**src/rtl/alu_writeback_ctrl.sv**
```systemverilog
// Writeback sequencer between the 16-bit ALU and the single-write-port register file.
// Optional forwarding outputs are enabled with ALU_WB_FWD_EN.
module alu_writeback_ctrl #(
    parameter int unsigned    AW     = 4,
    parameter logic [AW-1:0]  HI_REG = '0
) (
    input  logic          clk,
    input  logic          rst,
    input  logic          in_valid,
    output logic          in_ready,
    input  logic [2:0]    op,
    input  logic [AW-1:0] dest,
    input  logic [AW-1:0] src2,
    input  logic [15:0]   ylow,
    input  logic [15:0]   yhigh,
    input  logic          n_l,
    input  logic          z_l,
    output logic          rf_we,
    output logic [AW-1:0] rf_waddr,
    output logic [15:0]   rf_wdata,
    output logic          flag_n_l,
    output logic          flag_z_l,
    output logic          busy
`ifdef ALU_WB_FWD_EN
    ,
    output logic          fwd_valid,
    output logic [AW-1:0] fwd_addr,
    output logic [15:0]   fwd_data
`endif
);

    typedef enum logic [1:0] {StIdle, StWrLo, StWrHi} state_e;

    state_e        state_q;
    logic [2:0]    op_q;
    logic [AW-1:0] dest_q;
    logic [AW-1:0] src2_q;
    logic [15:0]   ylow_q;
    logic [15:0]   yhigh_q;
    logic          hi_pending;
    logic          accept;

    assign hi_pending = (op_q == 3'd2) || (op_q == 3'd3) || (op_q == 3'd4);
    // Holding registers free up while their last write is on the bus.
    assign in_ready   = (state_q == StIdle) || (state_q == StWrHi) ||
                        ((state_q == StWrLo) && !hi_pending);
    assign accept     = in_valid && in_ready;
    assign busy       = (state_q != StIdle);

    always_ff @(posedge clk) begin
        if (rst) begin
            state_q  <= StIdle;
            op_q     <= '0;
            dest_q   <= '0;
            src2_q   <= '0;
            ylow_q   <= '0;
            yhigh_q  <= '0;
            flag_n_l <= 1'b1;
            flag_z_l <= 1'b1;
        end else if (accept) begin
            state_q  <= StWrLo;
            op_q     <= op;
            dest_q   <= dest;
            src2_q   <= src2;
            ylow_q   <= ylow;
            yhigh_q  <= yhigh;
            flag_n_l <= n_l;
            flag_z_l <= z_l;
        end else if ((state_q == StWrLo) && hi_pending) begin
            state_q <= StWrHi;
        end else begin
            state_q <= StIdle;
        end
    end

    // Write port is driven from state and holding registers only.
    always_comb begin
        rf_we    = 1'b0;
        rf_waddr = '0;
        rf_wdata = '0;
        unique case (state_q)
            StWrLo: begin
                rf_we    = 1'b1;
                rf_waddr = dest_q;
                rf_wdata = ylow_q;
            end
            StWrHi: begin
                rf_we    = 1'b1;
                rf_waddr = (op_q == 3'd4) ? src2_q : HI_REG;
                rf_wdata = yhigh_q;
            end
            default: ;
        endcase
    end

`ifdef ALU_WB_FWD_EN
    assign fwd_valid = rf_we;
    assign fwd_addr  = rf_waddr;
    assign fwd_data  = rf_wdata;
`endif

endmodule

```
**config.mk**
```make
export PLATFORM = sky130hd
export DESIGN_NAME = alu_writeback_ctrl
export DESIGN_NICKNAME = d
export VERILOG_FILES = /design/src/rtl/alu_writeback_ctrl.sv
export SDC_FILE = /design/constraint.sdc
export NUM_CORES = 1
export LEC_CHECK = 0
export ABC_AREA = 1
export BUFFER_PORTS_ARGS = -buffer_cell sky130_fd_sc_hd__buf_2
export CAP_MARGIN = 20
export CORE_MARGIN = 3
export CORE_UTILIZATION = 50
export DETAILED_ROUTE_END_ITERATION = 12
export PLACE_DENSITY = 0.75
export SYNTH_ARGS = -nofsm -noshare
export SYNTH_HDL_FRONTEND = slang
export SYNTH_SLANG_ARGS = --single-unit
```
**constraint.sdc**
```tcl
create_clock -name clk -period 2 [get_ports clk]
set_input_delay 0.4 -clock clk [delete_from_list [all_inputs] [get_ports clk]]
set_output_delay 0.4 -clock clk [all_outputs]
set_load 0.02 [all_outputs]
```
==> results of run 1 <==
## metrics by stage
step	instances	area, um^2	total power, mW
after floorplan	294	2220	1.25
after global placement	397	2550	1.34
after detailed placement	397	2550	1.34
after CTS	405	2670	1.96
after global routing	405	2730	2.04
final	405	2730	1.95
## logic make-up after synthesis
group / Yosys count / synth area share, %
AOI/OAI and AO/OA: 21 / 4.85
DFF: 47 / 42.4
buffers and inverters: 38 / 9.53
and+or+nand+nor: 185 / 41.5
adders and majority gates: 3 / 1.69
## worst paths after layout
| kind | start | to | slack [ps] | depth (start not counted) |
|---|---|---|---|---|
| max | state_q[0]$_SDFF_PP0_ | rf_wdata[9] | 60 | 6 |
| min reg2reg | yhigh_q[7]$_SDFFE_PP0P_ | yhigh_q[7]$_SDFFE_PP0P_ | 460 | 2 |
| max reg2reg | state_q[1]$_SDFF_PP0_ | op_q[2]$_SDFFE_PP0P_ | 390 | 7 |
| min | rst | state_q[0]$_SDFF_PP0_ | 290 | 2 |
## cell type report
class / count / area (um^2)
inverter: 8 / 30.0
multi-input combinational: 209 / 1120
sequential: 47 / 943
timing repair buffer: 83 / 472
fill: 394 / 1410
clock buffer: 8 / 100
tap: 50 / 62.6
## registers in the layout (all words and copies together), names as in the netlist
register and cells:
flag_z_l 1, dest_q 4, state_q 2, ylow_q 16, flag_n_l 1, op_q 3
yhigh_q 16, src2_q 4
## routing by layer
metal	share of wire (%)	track usage [%]	up-vias
li1	-	-	1123
met1	44	29.1	1022
met2	48	35.6	76
met3	6.9	4.82	5
met4	1.1	7.38	0
met5	0	0	-
## timing repair
| action | CTS | global route |
|---|---|---|
| pin swaps | 0 | 1 |
| setup endpoints to repair | 12 | 20 |
| gates cloned | 0 | 0 |
| setup buffers | 0 | 0 |
| resized for setup | 6 | 14 |
| hold endpoints to repair | 0 | 0 |
## critical path: cells and delay by family (launching register included)
family,cells,cell delay (ps)
flops,1,370
compound gates,1,140
fa+ha+maj,1,270
buf+inv,4,470
## layout by cell type, fill, tap and decap left out, types with 3 or more instances in the layout
cell type  synthesis  routed
nand2_1           87      87
buf_2              4      67
nand4_1           43      43
inv_1              7       5
inv_2              1       3
nand3_2           10      10
nand3_1           39      39
a21oi_1           20      17
clkbuf_8           0       7
ha_4               0       3
dfxtp_1           47      45
a21oi_2            0       3
buf_4              4      14
## report_power, final
part	internal, mW	switching (mW)	total (mW)
combinational	0.113	0.185	0.298
sequential	1.00	0.0358	1.04
clock	0.316	0.304	0.620
total	1.43	0.525	1.95
==> metrics.cfg, run 1 <==
[synthesis]
synth_top_cell_area_share_pct=42.4
synth_flop_cell=dfxtp_1
synth.avg_cell_area_um2=7.55
yosysSeqAreaShare_pct=42.4
synthesis.nets=345
synth_commonest_cells=87 x nand2_1, 47 x dfxtp_1, 43 x nand4_1
synth_seq_cells=47
synth_area_um2=2220
syn-instance-count=294
synth.most_common_cell=nand2_1
synth.area.top_cells=dfxtp_1 42%, nand2_1 15%, nand4_1 12%
synthArstFlopShare_pct=0
synth_top_area_cell=dfxtp_1
ys_types=19
synth-edff-count=0
ys_warn_count=0

[place]
pre_cts_slack_ps=255
numPortBuffers=72
place_congestion=0.833
hpwlAfterDp_um=3800

[clocking]
cts_inserted_buffers=5
h-tree-depth=2
clk_pin_slew_ps=80
cts_buffer_depth=2
holdBufCountCts=0
cts_tree=done
cts-root-buf=clkbuf_8
clock_sinks=47
clk_latency_ps=300

[global_routing]
grt_start_max_net_pins=47
overflow=0
grt_pass1_wl_um=9110
antenna_found_initial=0
grt_pass1_vias=2028
grt_usage_pct=22.0

[worst_setup_path]
crit_chain=inv_2 -> ha_4 -> inv_1 -> buf_4 -> a21oi_1 -> buf_2
worst_path_max_delay_cell=dfxtp_2
startpoint_type=flip-flop
end_kind=output pin
critical_path_class=reg2out
critical_path_arrival_ps=1540
cp_max_fo=9
max_stage_delay_ps=370
required_ps=1600

[run]
max_cap_violations=0

[layout]
areaGrowthSynthToFinish_pct=23.1
insertedDiodeCount=0
drive_gt1_share_pct=32.4
fin_util_pct=65.9
num-nets-final=405

[timing]
fin_crit_sh_pct=97.1
fmax_ghz=0.515
timing.final.hold_violations=0
whs_ps=293
min_period_ps=1940
skew_ps=7.69
finalMaxSlewViolations=0
fin_setup_tns_ps=0
fin_ws_ps=57.6
setup_violations=0
relSlewSlack_pct=67.5
worst_slew_pin_slew_ps=487

[drt]
ant_nets=0
avgRoutedWirePerCell_um=13.9
dr_total_vias=2226
drt_iter0_markers=220
routed_via_density=5.50
first_pass_iters=5
drc=0
finalWirelength_um=5630

[worst_hold_path]
hold_class=in2reg

[die]
rows=23
num_io_pins=73
core-area_um2=4140
dieArea_um2=5270
start_util_pct=53.5
die_x_um=72.6
die_y_um=72.6

[status]
status=finished clean

[power]
ir_worst_vdd_v=0.000397
power_density_nw_per_um2=716
cellLeakagePower_nw=1.27

Power figures use the tool's default switching activity.
==> run 2, diff against run 1 <==
--- a/config.mk
+++ b/config.mk
@@ -11,6 +11,8 @@
 export CORE_MARGIN = 3
 export CORE_UTILIZATION = 50
 export DETAILED_ROUTE_END_ITERATION = 12
+export GPL_TIMING_DRIVEN = 1
+export MAX_ROUTING_LAYER = met4
 export PLACE_DENSITY = 0.75
 export SYNTH_ARGS = -nofsm -noshare
 export SYNTH_HDL_FRONTEND = slang
==> metrics.cfg, run 2 (synthesis gave the netlist of run 1 again) <==
[worst_setup_path]
required_ps=1600  ; about the same
timing.rr.end=op_q[2]$_SDFFE_PP0P_  ; unchanged
ff2ff_setup_slack_ps=390  ; about the same
rr_startpoint=state_q[1]$_SDFF_PP0_  ; unchanged
startpoint_type=flip-flop  ; unchanged
critical_path_arrival_ps=1550  ; was 1540 ps
critical_path_class=reg2out  ; unchanged
end_kind=output pin  ; unchanged
cp_max_fo=9  ; unchanged
worstRegToRegCells=7  ; unchanged

[place]
hpwlAfterDp_um=3800  ; unchanged
numPortBuffers=72  ; unchanged
placed_area_um2=2550  ; unchanged
place_congestion=0.845  ; was 0.833
pre_cts_slack_ps=255  ; unchanged
dp_cells=397  ; unchanged

[layout]
layout_commonest_cell=nand2_1  ; unchanged
final_cell_mix=87 x nand2_1, 65 x buf_2, 45 x dfxtp_1  ; was 87 x nand2_1, 67 x buf_2, 45 x dfxtp_1
insertedDiodeCount=0  ; unchanged
instances_no_fill=405  ; unchanged
areaGrowthSynthToFinish_pct=23.3  ; was 23.1%
fill_cells=393  ; was 394
reg_top3=yhigh_q: 16 flops, ylow_q: 16 flops  ; unchanged
drive_gt1_share_pct=32.4  ; unchanged
num-nets-final=405  ; unchanged
final_area_um2=2740  ; was 2730 um^2
fin_util_pct=66.0  ; was 65.9%

[clocking]
cts-root-buf=clkbuf_8  ; unchanged
clock_sinks=47  ; unchanged
cts_buffer_depth=2  ; unchanged
holdBufCountCts=0  ; unchanged
cts_setup_buffers=0  ; unchanged
h-tree-depth=2  ; unchanged
cts_tree=done  ; unchanged
clk_latency_ps=300  ; about the same
clk_pin_slew_ps=80  ; about the same
cts_inserted_buffers=5  ; unchanged

[power]
cellLeakagePower_nw=1.27  ; about the same
pwr-share-clk_pct=31.7  ; about the same
pwr-share-seq_pct=53.0  ; about the same
power_density_nw_per_um2=714  ; was 716 nW/um^2
comb_power_share_pct=15.3  ; about the same
switching_share_pct=26.8  ; was 26.9%
p_sw_mw=0.524  ; was 0.525 mW
ir_worst_vdd_v=0.000398  ; was 0.000397 V
p_int_mw=1.43  ; about the same
p_total_mw=1.95  ; about the same

[global_routing]
overflow=0  ; unchanged
grt_usage_pct=22.7  ; was 22.0%
grt_pass1_vias=2020  ; was 2028
grt_start_max_net_pins=47  ; unchanged
antenna_found_initial=0  ; unchanged
grt_pass1_wl_um=9140  ; was 9110 um

[drt]
drc=0  ; unchanged
ant_nets=0  ; unchanged
first_pass_iters=5  ; unchanged
finalWirelength_um=5640  ; was 5630 um
routed_via_density=5.53  ; was 5.50
dr_total_vias=2239  ; was 2226
avgRoutedWirePerCell_um=13.9  ; about the same
drt_iter0_markers=179  ; was 220

[worst_hold_path]
hold_depth=2  ; unchanged
hold_class=in2reg  ; unchanged
min_to=state_q[0]$_SDFF_PP0_  ; unchanged
hp-start=rst  ; unchanged

[die]
core-area_um2=4140  ; unchanged
die_x_um=72.6  ; unchanged
dieArea_um2=5270  ; unchanged
start_util_pct=53.5  ; unchanged
rows=23  ; unchanged
num_io_pins=73  ; unchanged
die_y_um=72.6  ; unchanged

[timing]
fin_ws_ps=53.8  ; was 57.6 ps
timing.final.hold_violations=0  ; unchanged
fin_crit_sh_pct=97.3  ; was 97.1%
setup_violations=0  ; unchanged
finalMaxSlewViolations=0  ; unchanged
worst_slew_pin_slew_ps=489  ; was 487 ps
fmax_ghz=0.514  ; was 0.515 GHz
fin_setup_tns_ps=0  ; unchanged
min_period_ps=1950  ; was 1940 ps
skew_ps=6.70  ; was 7.69 ps
whs_ps=294  ; was 293 ps
relSlewSlack_pct=67.4  ; was 67.5%

[status]
status=finished clean  ; unchanged

[run]
max_cap_violations=0  ; unchanged

-- run 2: cell counts in the layout (fill, tap and decap cells not counted) --
Identical to the previous run, type by type.
-- run 2: routing by layer --
| layer | track usage [%] | part of all wire (%) | vias up |
|---|---|---|---|
| met5 | - | 0 | - |
| met4 | 6.15 | 0.71 | 0 |
| met3 | 5.37 | 6.0 | 4 |
| met2 | 35.7 | 48 | 73 |
| met1 | 29.5 | 45 | 1037 |
| li1 | - | - | 1125 |
-- run 2: power by group through the flow --
| stage | registers (mW) | clock network (mW) | logic, mW |
|---|---|---|---|
| final | 1.04 | 0.620 | 0.299 |
| after global routing | 1.04 | 0.674 | 0.334 |
| after CTS | 1.03 | 0.636 | 0.292 |
| after detailed placement | 1.06 | 0 | 0.290 |
| after global placement | 1.05 | 0 | 0.287 |
| after floorplan | 1.05 | 0 | 0.202 |
-- run 2: critical path: stages, from the launching register on --
cell and delay, ps:
dfxtp_2 370, inv_2 70, ha_4 270, inv_1 40, buf_4 160, a21oi_1 150, buf_2 190
-- run 2: worst max path at each step --
| stage | endpoint | slack (ps) | cells past startpoint | from |
|---|---|---|---|---|
| 2_1_floorplan | rf_waddr[0] | 230 | 5 | state_q[0]$_SDFF_PP0_ |
| 6_report | rf_wdata[9] | 50 | 6 | state_q[0]$_SDFF_PP0_ |
| 3_3_place_gp | rf_wdata[12] | 290 | 6 | state_q[0]$_SDFF_PP0_ |
| 3_5_place_dp | rf_waddr[2] | 250 | 7 | state_q[0]$_SDFF_PP0_ |
| 4_1_cts | rf_wdata[13] | 6 | 6 | state_q[0]$_SDFF_PP0_ |
| 5_1_grt | rf_wdata[14] | -5 | 6 | state_q[0]$_SDFF_PP0_ |
-- run 2: layout make-up --
| type | count | area (um^2) | share of cell area (%) |
|---|---|---|---|
| well taps | 50 | 62.6 | 2.29 |
| repair buffers | 83 | 477 | 17.4 |
| flip-flops and latches | 47 | 943 | 34.5 |
| inverters | 8 | 30.0 | 1.10 |
| clock buffers | 8 | 100 | 3.66 |
| multi-input cells | 209 | 1120 | 41.0 |
-- run 2: timing repair --
action                     in CTS  in global routing
gates resized for setup         6                 16
setup endpoints to repair      12                 20
pin swaps                       0                  1
==> run 3, diff against run 2 <==
--- a/config.mk
+++ b/config.mk
@@ -8,6 +8,7 @@
 export ABC_AREA = 1
 export BUFFER_PORTS_ARGS = -buffer_cell sky130_fd_sc_hd__buf_2
 export CAP_MARGIN = 20
+export CORE_ASPECT_RATIO = 1.1
 export CORE_MARGIN = 3
 export CORE_UTILIZATION = 50
 export DETAILED_ROUTE_END_ITERATION = 12
==> metrics.cfg, run 3 (synthesis gave the netlist of run 1 again) <==
[clocking]
clk_pin_slew_ps=80  ; about the same
cts_inserted_buffers=5  ; unchanged
holdBufCountCts=0  ; unchanged
cts_buffer_depth=2  ; unchanged
h-tree-depth=2  ; unchanged
clock_sinks=47  ; unchanged
cts-root-buf=clkbuf_8  ; unchanged
clk_latency_ps=300  ; about the same
cts_tree=done  ; unchanged

[worst_setup_path]
startpoint_type=flip-flop  ; unchanged
critical_path_arrival_ps=1580  ; was 1550 ps
worstRegToRegCells=9  ; was 7
critical_path_class=reg2out  ; unchanged
timing.rr.end=ylow_q[2]$_SDFFE_PP0P_  ; was op_q[2]$_SDFFE_PP0P_
ff2ff_setup_slack_ps=330  ; was 390 ps
required_ps=1600  ; about the same
crit_start=state_q[1]$_SDFF_PP0_  ; was state_q[0]$_SDFF_PP0_
rr_startpoint=state_q[1]$_SDFF_PP0_  ; unchanged
cp_max_fo=5  ; was 9
endpoint=rf_wdata[4]  ; was rf_wdata[9]
end_kind=output pin  ; unchanged

[global_routing]
grt_start_max_net_pins=43  ; was 47
grt_pass1_vias=2121  ; was 2020
grt_pass1_wl_um=9450  ; was 9140 um
grt_usage_pct=23.4  ; was 22.7%
overflow=0  ; unchanged
antenna_found_initial=0  ; unchanged

[run]
max_cap_violations=0  ; unchanged

[place]
hpwlAfterDp_um=3830  ; was 3800 um
place_congestion=0.836  ; was 0.845
numPortBuffers=72  ; unchanged

[drt]
dr_total_vias=2261  ; was 2239
first_pass_iters=4  ; was 5
ant_nets=0  ; unchanged
drc=0  ; unchanged
finalWirelength_um=5940  ; was 5640 um
avgRoutedWirePerCell_um=14.5  ; was 13.9 um
routed_via_density=5.51  ; was 5.53
drt_iter0_markers=119  ; was 179

[timing]
fin_crit_sh_pct=98.9  ; was 97.3%
fmax_ghz=0.505  ; was 0.514 GHz
finalMaxSlewViolations=0  ; unchanged
skew_ps=10.5  ; was 6.70 ps
min_period_ps=1980  ; was 1950 ps
rsz0062_at_grt=yes
worst_slew_pin_slew_ps=379  ; was 489 ps
timing.final.hold_violations=0  ; unchanged
fin_setup_tns_ps=0  ; unchanged
setup_violations=0  ; unchanged
relSlewSlack_pct=74.7  ; was 67.4%

[layout]
areaGrowthSynthToFinish_pct=28.7  ; was 23.3%
num-nets-final=409  ; was 405
final_cell_mix=87 x nand2_1, 55 x buf_2, 45 x dfxtp_1  ; was 87 x nand2_1, 65 x buf_2, 45 x dfxtp_1
layout_commonest_cell=nand2_1  ; unchanged
drive_gt1_share_pct=35.8  ; was 32.4%
fin_util_pct=69.4  ; was 66.0%
reg_top3=yhigh_q: 16 flops, ylow_q: 16 flops  ; unchanged
insertedDiodeCount=0  ; unchanged

[die]
rows=24  ; was 23
dieArea_um2=5270  ; about the same
num_io_pins=73  ; unchanged
die_y_um=75.9  ; was 72.6 um
die_x_um=69.5  ; was 72.6 um
core-area_um2=4110  ; was 4140 um^2
start_util_pct=53.9  ; was 53.5%

[worst_hold_path]
hold_class=in2reg  ; unchanged

[power]
ir_worst_vdd_v=0.000434  ; was 0.000398 V
power_density_nw_per_um2=712  ; was 714 nW/um^2
pwr-share-seq_pct=50.9  ; was 53.0%
pwr-share-clk_pct=33.2  ; was 31.7%
switching_share_pct=26.7  ; was 26.8%
p_sw_mw=0.543  ; was 0.524 mW
p_int_mw=1.49  ; was 1.43 mW
cellLeakagePower_nw=1.29  ; was 1.27 nW
comb_power_share_pct=15.8  ; was 15.3%
p_total_mw=2.03  ; was 1.95 mW

[status]
status=finished clean  ; unchanged

run 3: changes by cell type in the layout (fill, tap and decap cells not counted), moves of 2 or more:
cell and delta:
buf_4 +8, clkbuf_8 -2, clkinvlp_4 +4, a21oi_2 +10, a21oi_1 -10, buf_12 +2
buf_2 -10
run 3: layout make-up:
class | count | area, um^2
clock buffers | 6 | 72.6
clock inverters | 1 | 30.0
fillers | 348 | 1260
inverters | 8 | 36.3
multi-input cells | 209 | 1150
flip-flops and latches | 47 | 943
well taps | 52 | 65.1
repair buffers | 84 | 538
repair inverters | 3 | 22.5
run 3: layer usage:
metal	GRT usage, %	vias up	routed length, um
met5	-	-	0
met4	8.68	0	62
met3	6.46	7	404
met2	39.6	64	2930
met1	26.8	1055	2540
li1	-	1135	-
run 3: worst min-delay path by stage:
stage,slack (ps),from,endpoint,depth (start not counted)
2_1_floorplan,440,yhigh_q[0]$_SDFFE_PP0P_,yhigh_q[0]$_SDFFE_PP0P_,2
3_3_place_gp,430,flag_n_l$_SDFFE_PP1P_,flag_n_l$_SDFFE_PP1P_,2
3_5_place_dp,450,flag_z_l$_SDFFE_PP1P_,flag_z_l$_SDFFE_PP1P_,2
4_1_cts,280,rst,state_q[0]$_SDFF_PP0_,2
5_1_grt,280,rst,state_q[0]$_SDFF_PP0_,2
6_report,290,rst,state_q[0]$_SDFF_PP0_,2
run 3: worst max-delay path, cell delays in order, from the launching register on:
cell and delay [ps]:
dfxtp_2 350, inv_2 50, ha_4 330, clkinvlp_4 210, a21oi_2 170, buf_4 160
run 3: power by group through the flow:
stage | Sequential (mW) | Combinational, mW | Clock, mW
5_1_grt | 1.04 | 0.357 | 0.728
3_5_place_dp | 1.06 | 0.295 | 0
4_1_cts | 1.03 | 0.311 | 0.692
2_1_floorplan | 1.05 | 0.202 | 0
3_3_place_gp | 1.05 | 0.291 | 0
6_report | 1.04 | 0.322 | 0.676
run 3: repair_timing:
item	in CTS	in global routing
resized for setup	9	38
hold endpoints to repair	0	0
buffers inserted	0	2
cloned	3	0
pin swaps	0	1
endpoints found under the setup margin	20	20
run 3: per-stage QoR:
| step | instances | instance area (um^2) | worst slack, ps | hold WS, ps |
|---|---|---|---|---|
| after floorplan | 294 | 2220 | 228 | 438 |
| after global placement | 398 | 2570 | 176 | 435 |
| after detailed placement | 398 | 2570 | 152 | 446 |
| after CTS | 408 | 2730 | -1.82 | 284 |
| after global routing | 410 | 2860 | -47.6 | 281 |
| final | 410 | 2860 | 21.7 | 288 |
